### config.mk
export PLATFORM = sky130hd
export DESIGN_NAME = exc_ctrl
export DESIGN_NICKNAME = d
export VERILOG_FILES = /design/src/rtl/exc_ctrl_pkg.sv /design/src/rtl/exc_prio_enc.sv /design/src/rtl/exc_ctrl.sv
export SDC_FILE = /design/constraint.sdc
export NUM_CORES = 1
export LEC_CHECK = 0
export CORE_MARGIN = 3
export CORE_UTILIZATION = 30
export CTS_CLUSTER_SIZE = 20
export DETAILED_ROUTE_END_ITERATION = 6
export HOLD_SLACK_MARGIN = 0.06
export PLACE_DENSITY_LB_ADDON = 0.08
export SYNTH_ARGS = -nofsm -noshare
export SYNTH_HDL_FRONTEND = slang
export SYNTH_HIERARCHICAL = 1
export SYNTH_SLANG_ARGS = --single-unit
### constraint.sdc
create_clock -name clk -period 8.21 [get_ports clk]
set_input_delay 1.642 -clock clk [delete_from_list [all_inputs] [get_ports clk]]
set_output_delay 1.642 -clock clk [all_outputs]
set_load 0.03 [all_outputs]
### src/rtl/exc_ctrl_pkg.sv
// Shared definitions for the exception/ERET sequencer and Cp0.
//  - FSM state encoding (IDLE, DRAIN, COMMIT, FLUSH)
//  - default cause codes for syscall / break / teq
//  - Cp0 status bit indices (IE plus per-trap enables)
//  - EXCEPTION_ADDR, the handler entry point Cp0 returns on epc_out
//  - eret_target(): address fetch resumes at after an eret
package exc_ctrl_pkg;

   typedef enum logic [1:0] {
      ST_IDLE   = 2'd0,
      ST_DRAIN  = 2'd1,
      ST_COMMIT = 2'd2,
      ST_FLUSH  = 2'd3
   } state_t;

   localparam logic [4:0] CAUSE_SYSCALL_DEF = 5'd8;
   localparam logic [4:0] CAUSE_BREAK_DEF   = 5'd9;
   localparam logic [4:0] CAUSE_TEQ_DEF     = 5'd13;

   localparam int STATUS_IE      = 0;
   localparam int STATUS_SYSCALL = 1;
   localparam int STATUS_BREAK   = 2;
   localparam int STATUS_TEQ     = 3;

   localparam logic [31:0] EXCEPTION_ADDR = 32'h8000_0180;

   // Resume after the instruction that raised the exception; the add is
   // 32-bit modulo, so 32'hFFFF_FFFC wraps to 0.
   function automatic logic [31:0] eret_target(input logic [31:0] epc);
      return epc + 32'd4;
   endfunction

endpackage

### src/rtl/exc_prio_enc.sv
// Combinational request selection for exc_ctrl.
// Picks the highest-priority request (eret > syscall > break > teq) and
// only then applies the status mask, so a masked high-priority trap drops
// every lower-priority request raised alongside it.
// Ports:
//  id_valid, id_stall          ID qualifiers; nothing is taken while stalled
//  id_syscall/id_break/id_teq/id_eret  decoded requests
//  status_en[3:0]              Cp0 status: IE and per-trap enables
//  take                        a request is accepted this cycle
//  is_eret                     accepted request is eret (else an exception)
//  cause                       cause code of the selected request (0 for eret)
module exc_prio_enc
   import exc_ctrl_pkg::*;
#(
   parameter logic [4:0] CAUSE_SYSCALL = CAUSE_SYSCALL_DEF,
   parameter logic [4:0] CAUSE_BREAK   = CAUSE_BREAK_DEF,
   parameter logic [4:0] CAUSE_TEQ     = CAUSE_TEQ_DEF
)(
   input  logic       id_valid,
   input  logic       id_stall,
   input  logic       id_syscall,
   input  logic       id_break,
   input  logic       id_teq,
   input  logic       id_eret,
   input  logic [3:0] status_en,
   output logic       take,
   output logic       is_eret,
   output logic [4:0] cause
);

   always_comb begin
      take    = 1'b0;
      is_eret = 1'b0;
      cause   = 5'd0;
      if (id_valid && !id_stall) begin
         if (id_eret) begin
            // eret is never masked
            take    = 1'b1;
            is_eret = 1'b1;
         end else if (id_syscall) begin
            take  = status_en[STATUS_IE] & status_en[STATUS_SYSCALL];
            cause = CAUSE_SYSCALL;
         end else if (id_break) begin
            take  = status_en[STATUS_IE] & status_en[STATUS_BREAK];
            cause = CAUSE_BREAK;
         end else if (id_teq) begin
            take  = status_en[STATUS_IE] & status_en[STATUS_TEQ];
            cause = CAUSE_TEQ;
         end
      end
   end

endmodule

### src/rtl/exc_ctrl.sv
// Exception / ERET sequencer sitting in front of Cp0.
// Accepts syscall/break/teq/eret from ID (gated by Cp0 status), waits for
// the mult/div unit to drain, pulses exception or eret into Cp0 for one
// cycle, then flushes the pipeline and redirects fetch to the address Cp0
// presents on epc_out.
// Ports:
//  clk, rst          clock; asynchronous active-high reset
//  id_*              ID-stage instruction, PC and decoded requests
//  status            Cp0 status (bit0 IE, bit1 syscall, bit2 break, bit3 teq)
//  epc_out           Cp0 target: EPC while eret is high, else handler address
//  md_busy           mult/div unit busy
//  exception, eret   one-cycle pulses to Cp0 (mutually exclusive)
//  cause, exc_pc     cause code / faulting PC, valid with the pulse
//  flush             squash IF/ID/EX for FLUSH_CYCLES cycles
//  freeze            hold PC and IF/ID whenever the FSM is not IDLE
//  redirect          one-cycle pulse: load PC from redirect_pc
//  redirect_pc       fetch target, held until the next commit
//  state_dbg         current FSM state (state_t encoding)
//
// Request semantics: a request is consumed on the clock edge where the FSM
// is IDLE and id_valid & ~id_stall & request hold; there is no back-pressure
// signal, so anything presented while the FSM is busy is simply dropped.
module exc_ctrl
   import exc_ctrl_pkg::*;
#(
   parameter int         FLUSH_CYCLES  = 2,
   parameter logic [4:0] CAUSE_SYSCALL = CAUSE_SYSCALL_DEF,
   parameter logic [4:0] CAUSE_BREAK   = CAUSE_BREAK_DEF,
   parameter logic [4:0] CAUSE_TEQ     = CAUSE_TEQ_DEF
)(
   input  logic        clk,
   input  logic        rst,
   input  logic        id_valid,
   input  logic        id_stall,
   input  logic [31:0] id_pc,
   input  logic        id_syscall,
   input  logic        id_break,
   input  logic        id_teq,
   input  logic        id_eret,
   input  logic [31:0] status,
   input  logic [31:0] epc_out,
   input  logic        md_busy,
   output logic        exception,
   output logic        eret,
   output logic [4:0]  cause,
   output logic [31:0] exc_pc,
   output logic        flush,
   output logic        freeze,
   output logic        redirect,
   output logic [31:0] redirect_pc,
   output logic [1:0]  state_dbg
);

   localparam logic [3:0] FLUSH_LOAD = 4'(FLUSH_CYCLES);

   state_t      state;
   logic        kind_eret_q;
   logic [4:0]  cause_q;
   logic [31:0] pc_q;
   logic [3:0]  flush_cnt;

   logic        take;
   logic        take_eret;
   logic [4:0]  take_cause;

   // Only the low status nibble carries enables.
   logic        status_unused;
   assign status_unused = ^status[31:4];

   assign state_dbg = state;

   exc_prio_enc #(
      .CAUSE_SYSCALL (CAUSE_SYSCALL),
      .CAUSE_BREAK   (CAUSE_BREAK),
      .CAUSE_TEQ     (CAUSE_TEQ)
   ) u_prio (
      .id_valid   (id_valid),
      .id_stall   (id_stall),
      .id_syscall (id_syscall),
      .id_break   (id_break),
      .id_teq     (id_teq),
      .id_eret    (id_eret),
      .status_en  (status[3:0]),
      .take       (take),
      .is_eret    (take_eret),
      .cause      (take_cause)
   );

   always_ff @(posedge clk or posedge rst) begin
      if (rst) begin
         state       <= ST_IDLE;
         kind_eret_q <= 1'b0;
         cause_q     <= 5'd0;
         pc_q        <= 32'd0;
         flush_cnt   <= 4'd0;
         exception   <= 1'b0;
         eret        <= 1'b0;
         cause       <= 5'd0;
         exc_pc      <= 32'd0;
         flush       <= 1'b0;
         freeze      <= 1'b0;
         redirect    <= 1'b0;
         redirect_pc <= 32'd0;
      end else begin
         case (state)
            ST_IDLE: begin
               if (take) begin
                  kind_eret_q <= take_eret;
                  cause_q     <= take_cause;
                  pc_q        <= id_pc;
                  freeze      <= 1'b1;
                  if (md_busy) begin
                     state <= ST_DRAIN;
                  end else begin
                     // Pulse is registered so it lines up with the COMMIT cycle.
                     state     <= ST_COMMIT;
                     exception <= ~take_eret;
                     eret      <= take_eret;
                     cause     <= take_cause;
                     exc_pc    <= id_pc;
                  end
               end
            end

            ST_DRAIN: begin
               // status is not re-checked here: the mask applied at accept stands.
               if (!md_busy) begin
                  state     <= ST_COMMIT;
                  exception <= ~kind_eret_q;
                  eret      <= kind_eret_q;
                  cause     <= cause_q;
                  exc_pc    <= pc_q;
               end
            end

            ST_COMMIT: begin
               // Cp0 drives epc_out from the pulse it sees this cycle, so the
               // target is captured at the end of COMMIT.
               state       <= ST_FLUSH;
               exception   <= 1'b0;
               eret        <= 1'b0;
               cause       <= 5'd0;
               exc_pc      <= 32'd0;
               flush       <= 1'b1;
               redirect    <= 1'b1;
               redirect_pc <= kind_eret_q ? eret_target(epc_out) : epc_out;
               flush_cnt   <= FLUSH_LOAD;
            end

            ST_FLUSH: begin
               redirect <= 1'b0;
               if (flush_cnt <= 4'd1) begin
                  state     <= ST_IDLE;
                  flush     <= 1'b0;
                  freeze    <= 1'b0;
                  flush_cnt <= 4'd0;
               end else begin
                  flush_cnt <= flush_cnt - 4'd1;
               end
            end

            default: state <= ST_IDLE;
         endcase
      end
   end

endmodule

# ---- Word-level counts from Yosys, hierarchy flattened
# Cells that the tools add are included.
dict set report word_totals {
  reg_bits 118
  latch_bits 0
  ram_bits 0
  mem_bits_ro 0
  input_bits 105
  word_cells 80
  memories 0
}
dict set report op_classes {
  n_addsub 2
  multipliers 0
  n_div 0
  n_lt_le_gt_ge 1
  n_eq_ne 7
  n_shift 0
  muxes 41
  bitwise 5
  n_reduce_logical 11
}
# cell count
set ops {}
lappend ops {{32-bit two-way mux} 4}
lappend ops {{32-bit one-hot mux with 3 select lines} 1}
lappend ops {{5-bit two-way mux} 7}
lappend ops {{32-bit by 3-bit adder with 32-bit output (second input constant)} 1}
lappend ops {{1-bit two-way mux} 15}
lappend ops {{5-bit one-hot mux with 3 select lines} 1}
lappend ops {{2-bit two-way mux} 4}
lappend ops {{4-bit two-way mux} 2}
lappend ops {{2-bit != test (second input constant)} 4}
lappend ops {{2-bit one-hot mux with 4 select lines} 1}
lappend ops {{4-bit one-hot mux with 2 select lines} 1}
lappend ops {{1-bit one-hot mux with 2 select lines} 3}
lappend ops {{1-bit one-hot mux with 3 select lines} 2}
lappend ops {{3-bit AND reduction} 2}
lappend ops {{2-bit == test (second input constant)} 2}
lappend ops {{4-bit by 1-bit <= comparator with 1-bit output (second input constant)} 1}
lappend ops {{2-bit AND reduction} 2}
lappend ops {{4-bit AND reduction} 1}
lappend ops {{2-bit nonzero test} 2}
lappend ops {{4-bit by 1-bit subtractor with 4-bit output (second input constant)} 1}
lappend ops {{1-bit bitwise AND} 3}
lappend ops {{3-bit nonzero test} 1}
lappend ops {{2-bit by 1-bit == test with 1-bit output (second input constant)} 1}
lappend ops {{2-bit zero test} 1}
lappend ops {{other kinds (3)} 4}

# ---- Logic depth before layout (Yosys ltp)
dict set report logic_depth {
  word_depth 8
  ltp_mapped 8
}

# ---- By module
# The synthesis kept the hierarchy.
# module n_inst cells_each area_per_inst_um2 seq_area_each_um2
set modules_own_cells {}
lappend modules_own_cells {exc_ctrl 1 559 5584.1 2952.8}
lappend modules_own_cells {exc_prio_enc 1 17 105.1 0.0}

# ---- Worst setup path before layout
# Ideal clock, no wire load.
dict set report synth_path {
  path_kind {input port to flip-flop}
  startpoint {in id_valid}
  endpoint {reg pc_q[0]}
  setup_time_ns 0.125
  t_arrival_ns 3.301
  required_ns 8.085
  setup_slack_ns 4.784
  cell_stages 7
  path_cell_list {nor2b_2 > and2_4 > a41o_1 > nand2_1 > clkbuf_1 > clkbuf_1 > mux2_2}
}
dict set report synth_via {
  elab_chain_cells 3
}
# item line
set synth_lines {}
lappend synth_lines {{from (decl)} exc_ctrl.sv:33} ;# input logic id_valid,
lappend synth_lines {{1-bit logical AND} exc_prio_enc.sv:35} ;# if (id_valid && !id_stall) begin
lappend synth_lines {{1-bit two-way mux} exc_prio_enc.sv:35}
lappend synth_lines {{named net take} exc_ctrl.sv:62} ;# logic take;
lappend synth_lines {{2-bit AND reduction (no source line)} n/a}
lappend synth_lines {{to (signal assigned)} exc_ctrl.sv:110} ;# pc_q <= id_pc;
lappend synth_lines {{to (decl)} exc_ctrl.sv:59} ;# logic [31:0] pc_q;
# The timed path passes the listed nets, and every way through them passes these cells.
# A chain may end at the register's enable or synchronous reset.

# ---- Worst setup path in the final report
dict set report layout_path {
  startpoint {in id_break}
  endpoint {reg exception}
}
dict set report layout_via {
  elab_chain_cells 6
}
# item line
set layout_lines {}
lappend layout_lines {{from (decl)} exc_ctrl.sv:37} ;# input logic id_break,
lappend layout_lines {{1-bit two-way mux} exc_prio_enc.sv:43} ;# end else if (id_break) begin
lappend layout_lines {{1-bit two-way mux} exc_prio_enc.sv:40} ;# end else if (id_syscall) begin
lappend layout_lines {{1-bit two-way mux} exc_prio_enc.sv:36} ;# if (id_eret) begin
lappend layout_lines {{1-bit two-way mux} exc_prio_enc.sv:35}
lappend layout_lines {{named net take} exc_ctrl.sv:62}
lappend layout_lines {{2-bit != test (no source line)} n/a}
lappend layout_lines {{4-bit AND reduction (no source line)} n/a}
lappend layout_lines {{to (signal assigned)} exc_ctrl.sv:117} ;# exception <= ~take_eret;
lappend layout_lines {{to (signal assigned)} exc_ctrl.sv:129} ;# exception <= ~kind_eret_q;
lappend layout_lines {{to (decl)} exc_ctrl.sv:43} ;# output logic exception,
# The timed path passes the listed nets, and every way through them passes these cells.

==> impl_metrics.csv <==
group,metric,value,unit
run_status,status,"finished, final reports clean",
clock_tree,clkLatencyLatePin,0.41,ns
clock_tree,cts.path.max_buffers,2,
routing,totalWireLength,15820,um
sta,slew_headroom,34.44,%
routing,post-route-drc-count,0,
setup_path,crit_type,"in2reg",
setup_path,crit_chain,"clkdlybuf4s50_1, a21oi_1, o21ai_1, a41o_1, nand2_2, o32ai_4, buf_4, o221ai_1, o21a_1",
routing,postRouteAntennaNets,0,
grt,antenna_found_initial,1,
floorplan,dieArea,0.02065,mm^2
clock_tree,numCtsBuffers,17,
synth,avgSynthCellArea,9.877,um^2
clock_tree,clk_pin_slew,0.05,ns
setup_path,end_kind,"register",
synth,synth_flop_cell,"dfrtp_1",
routing,firstDrtPassIters,4,
placement,detailed_place_hpwl,10570,um
power,ir_worst_vdd,0.2197,mV
sta,skew,0.01151,ns
synth,syn_inst,576,
clock_tree,cts_tree,"done",
clock_tree,cts_root_buf,"clkbuf_16",
sta,fin_crit_sh,48.92,%
job,cap_viol_max_count,0,
routing,vias,4856,
setup_path,cp_top_family,"compound AO/OA/AOI/OAI gates",
placement,io_buffers,152,
grt,grt_usage,15.87,%
sta,holdWs,0.4902,ns
synth,ys_seq_area_share,51.90,%
floorplan,die_x,143.7,um
floorplan,io_pins,181,
setup_path,crit_slowest_cell,"buf_4",
floorplan,initial_utilization,31.14,%
sta,hold_viol_final,0,
hold_path,worstHoldPathType,"reg2reg",
clock_tree,post-cts-setup-buffer-count,0,
setup_path,crit_fanout,53,
setup_path,slowest_delay,0.60,ns
synth,synth_top_area_share,51.90,%
synth,synth_top_cell_by_area,"dfrtp_1",
routing,viasPerCell,5.074,
power,cellPowerDensity,452.2,mW/mm^2
routing,drtIter0Drc,191,
synth,synth_edf_count,0,
synth,synth_seq_cells,118,
sta,slew_violations,0,
synth,synth_most_common_cell,"dfrtp_1",
clock_tree,cts_max_level,4,
final_layout,fillCellCount,1749,
grt,grt_pass1_wl,25810,um
synth,async_flop_share,100.0,%
sta,fin_crit,4.016,ns
clock_tree,cts_hold_buffers,0,
sta,tightest_slew,0.9834,ns
final_layout,layout.nets,826,
final_layout,regArea,0.002953,mm^2
final_layout,multi_input_area,0.002562,mm^2
placement,gp_congestion,0.7973,
power,power_leakage,3.353,nW
floorplan,dieHeight,143.7,um
synth,ys_types,45,
grt,grt_overflow,0,
setup_path,crit_required,8.51,ns
setup_path,path_buf_inv,2,
setup_path,crit_path_start_kind,"input port",
grt,grt_pass1_vias,4916,
floorplan,row_count,49,
synth,yosysWarnings,6,
synth,netlist_top_cells_count,"dfrtp_1 (118), a21oi_1 (91), nor2_1 (76), and3_1 (43), mux2_2 (40)",
sta,setup-tns-final,0,ns
floorplan,core_area,0.01827,mm^2
synth,netlist_area,0.005689,mm^2
routing,wl_per_cell,16.53,um
final_layout,area_delta_synth_final,41.50,%
sta,fmax,249.0,MHz
grt,grt_max_degree,66,
synth,synthTopCellsByArea,"dfrtp_1 (52%), a21oi_1 (8.0%), mux2_2 (7.9%)",
clock_tree,cts_num_sinks,118,
sta,rsz0062_at_grt,"false",
setup_path,crit_arrival,4.32,ns
clock_tree,ctsResizeCount,0,
final_layout,final_layout_size_suffix_gt1_share,12.10,%
sta,setup_viol,0,
-- final timing paths --
| kind | startpoint | endpoint | slack, ns | cells past startpoint |
|---|---|---|---|---|
| worst max-delay path | id_break | exception | 4.19 | 9 |
| max in group asynchronous | rst | freeze | 5.17 | 3 |
| worst max register to register | state_dbg[0] | exception | 4.91 | 8 |
| worst min register to register | exception | exception | 0.49 | 1 |
| worst min-delay path | exception | exception | 0.49 | 1 |
| min in group asynchronous | rst | redirect_pc[18] | 1.69 | 2 |
-- per-stage QoR --
| step | instances | util [%] | cell area [um^2] | total power [mW] | setup slack (ns) |
|---|---|---|---|---|---|
| after floorplan | 577 | - | 5693 | 2.184 | 3.439 |
| after global placement | 924 | 40.59 | 7416 | 2.851 | 3.778 |
| after detailed placement | 924 | 40.59 | 7416 | 2.887 | 3.718 |
| after CTS | 956 | 44.05 | 8048 | 3.701 | 4.157 |
| after global routing | 957 | 44.06 | 8050 | 3.910 | 3.929 |
| final | 957 | 44.06 | 8050 | 3.640 | 4.194 |
-- area by class of cell --
class	instances	share of cell area, %
Multi-Input combinational cell	408	31.83
Inverter	10	0.4974
Timing Repair Buffer	159	19.55
Clock inverter	12	2.176
Antenna cell	1	0.03108
Tap cell	229	3.559
Sequential cell	118	36.68
Clock buffer	20	5.673
-- cell usage in the layout, fill, tap and decap left out, types with 4 or more instances in the layout --
cell,instances
o21ai_0,11
dfrtp_1,118
a21oi_1,91
nor2_1,76
bufinv_16,4
clkbuf_16,17
xnor2_1,8
or4_1,11
o31ai_1,11
o31a_1,5
nor4_1,6
ha_1,6
or3_1,7
xor2_1,5
nor3_1,4
nand4_1,10
nand2_1,19
buf_4,7
inv_1,9
and3_1,43
nand3_1,9
clkdlybuf4s50_1,152
a31oi_1,14
mux2_2,40
-- logic make-up after synthesis --
family | share of synthesized area [%]
simple gates | 18.39
compound gates | 14.12
flops | 51.90
fa+ha+maj | 1.539
mux | 8.445
xor+xnor | 2.001
buf+inv | 3.541
other cells | 0.06591
-- sequential cells by signal (all words and copies together) (netlist names), 2 cells and up --
signal	cells
cause	5
cause_q	5
exc_pc	32
flush_cnt	4
pc_q	32
redirect_pc	32
state_dbg	2
-- worst register-to-register path, cell delays in order (launching register included) --
cell and delay [ns]:
dfrtp_1 0.40, inv_1 0.10, ha_1 0.28, buf_4 0.39
inv_1 0.16, o32ai_4 0.88, buf_4 0.61, o221ai_1 0.22
o21a_1 0.14
-- metal layers --
| layer | share of wire [%] | global-route usage, % | wire length, um | vias to the layer above |
|---|---|---|---|---|
| met5 | 0 | 0 | 0 | - |
| met4 | 1.8 | 5.748 | 281 | 0 |
| met3 | 5.5 | 4.659 | 870 | 19 |
| met2 | 47 | 25.06 | 7415 | 124 |
| met1 | 46 | 20.78 | 7256 | 2367 |
| li1 | - | - | - | 2346 |
-- power by group --
part           total (mW)  switching, mW  internal (mW)
combinational        1.81           1.09          0.714
sequential           1.04          0.156          0.884
clock               0.792          0.268          0.523
total                3.64           1.52           2.12
Note: power is estimated with default switching activity, not from simulation.
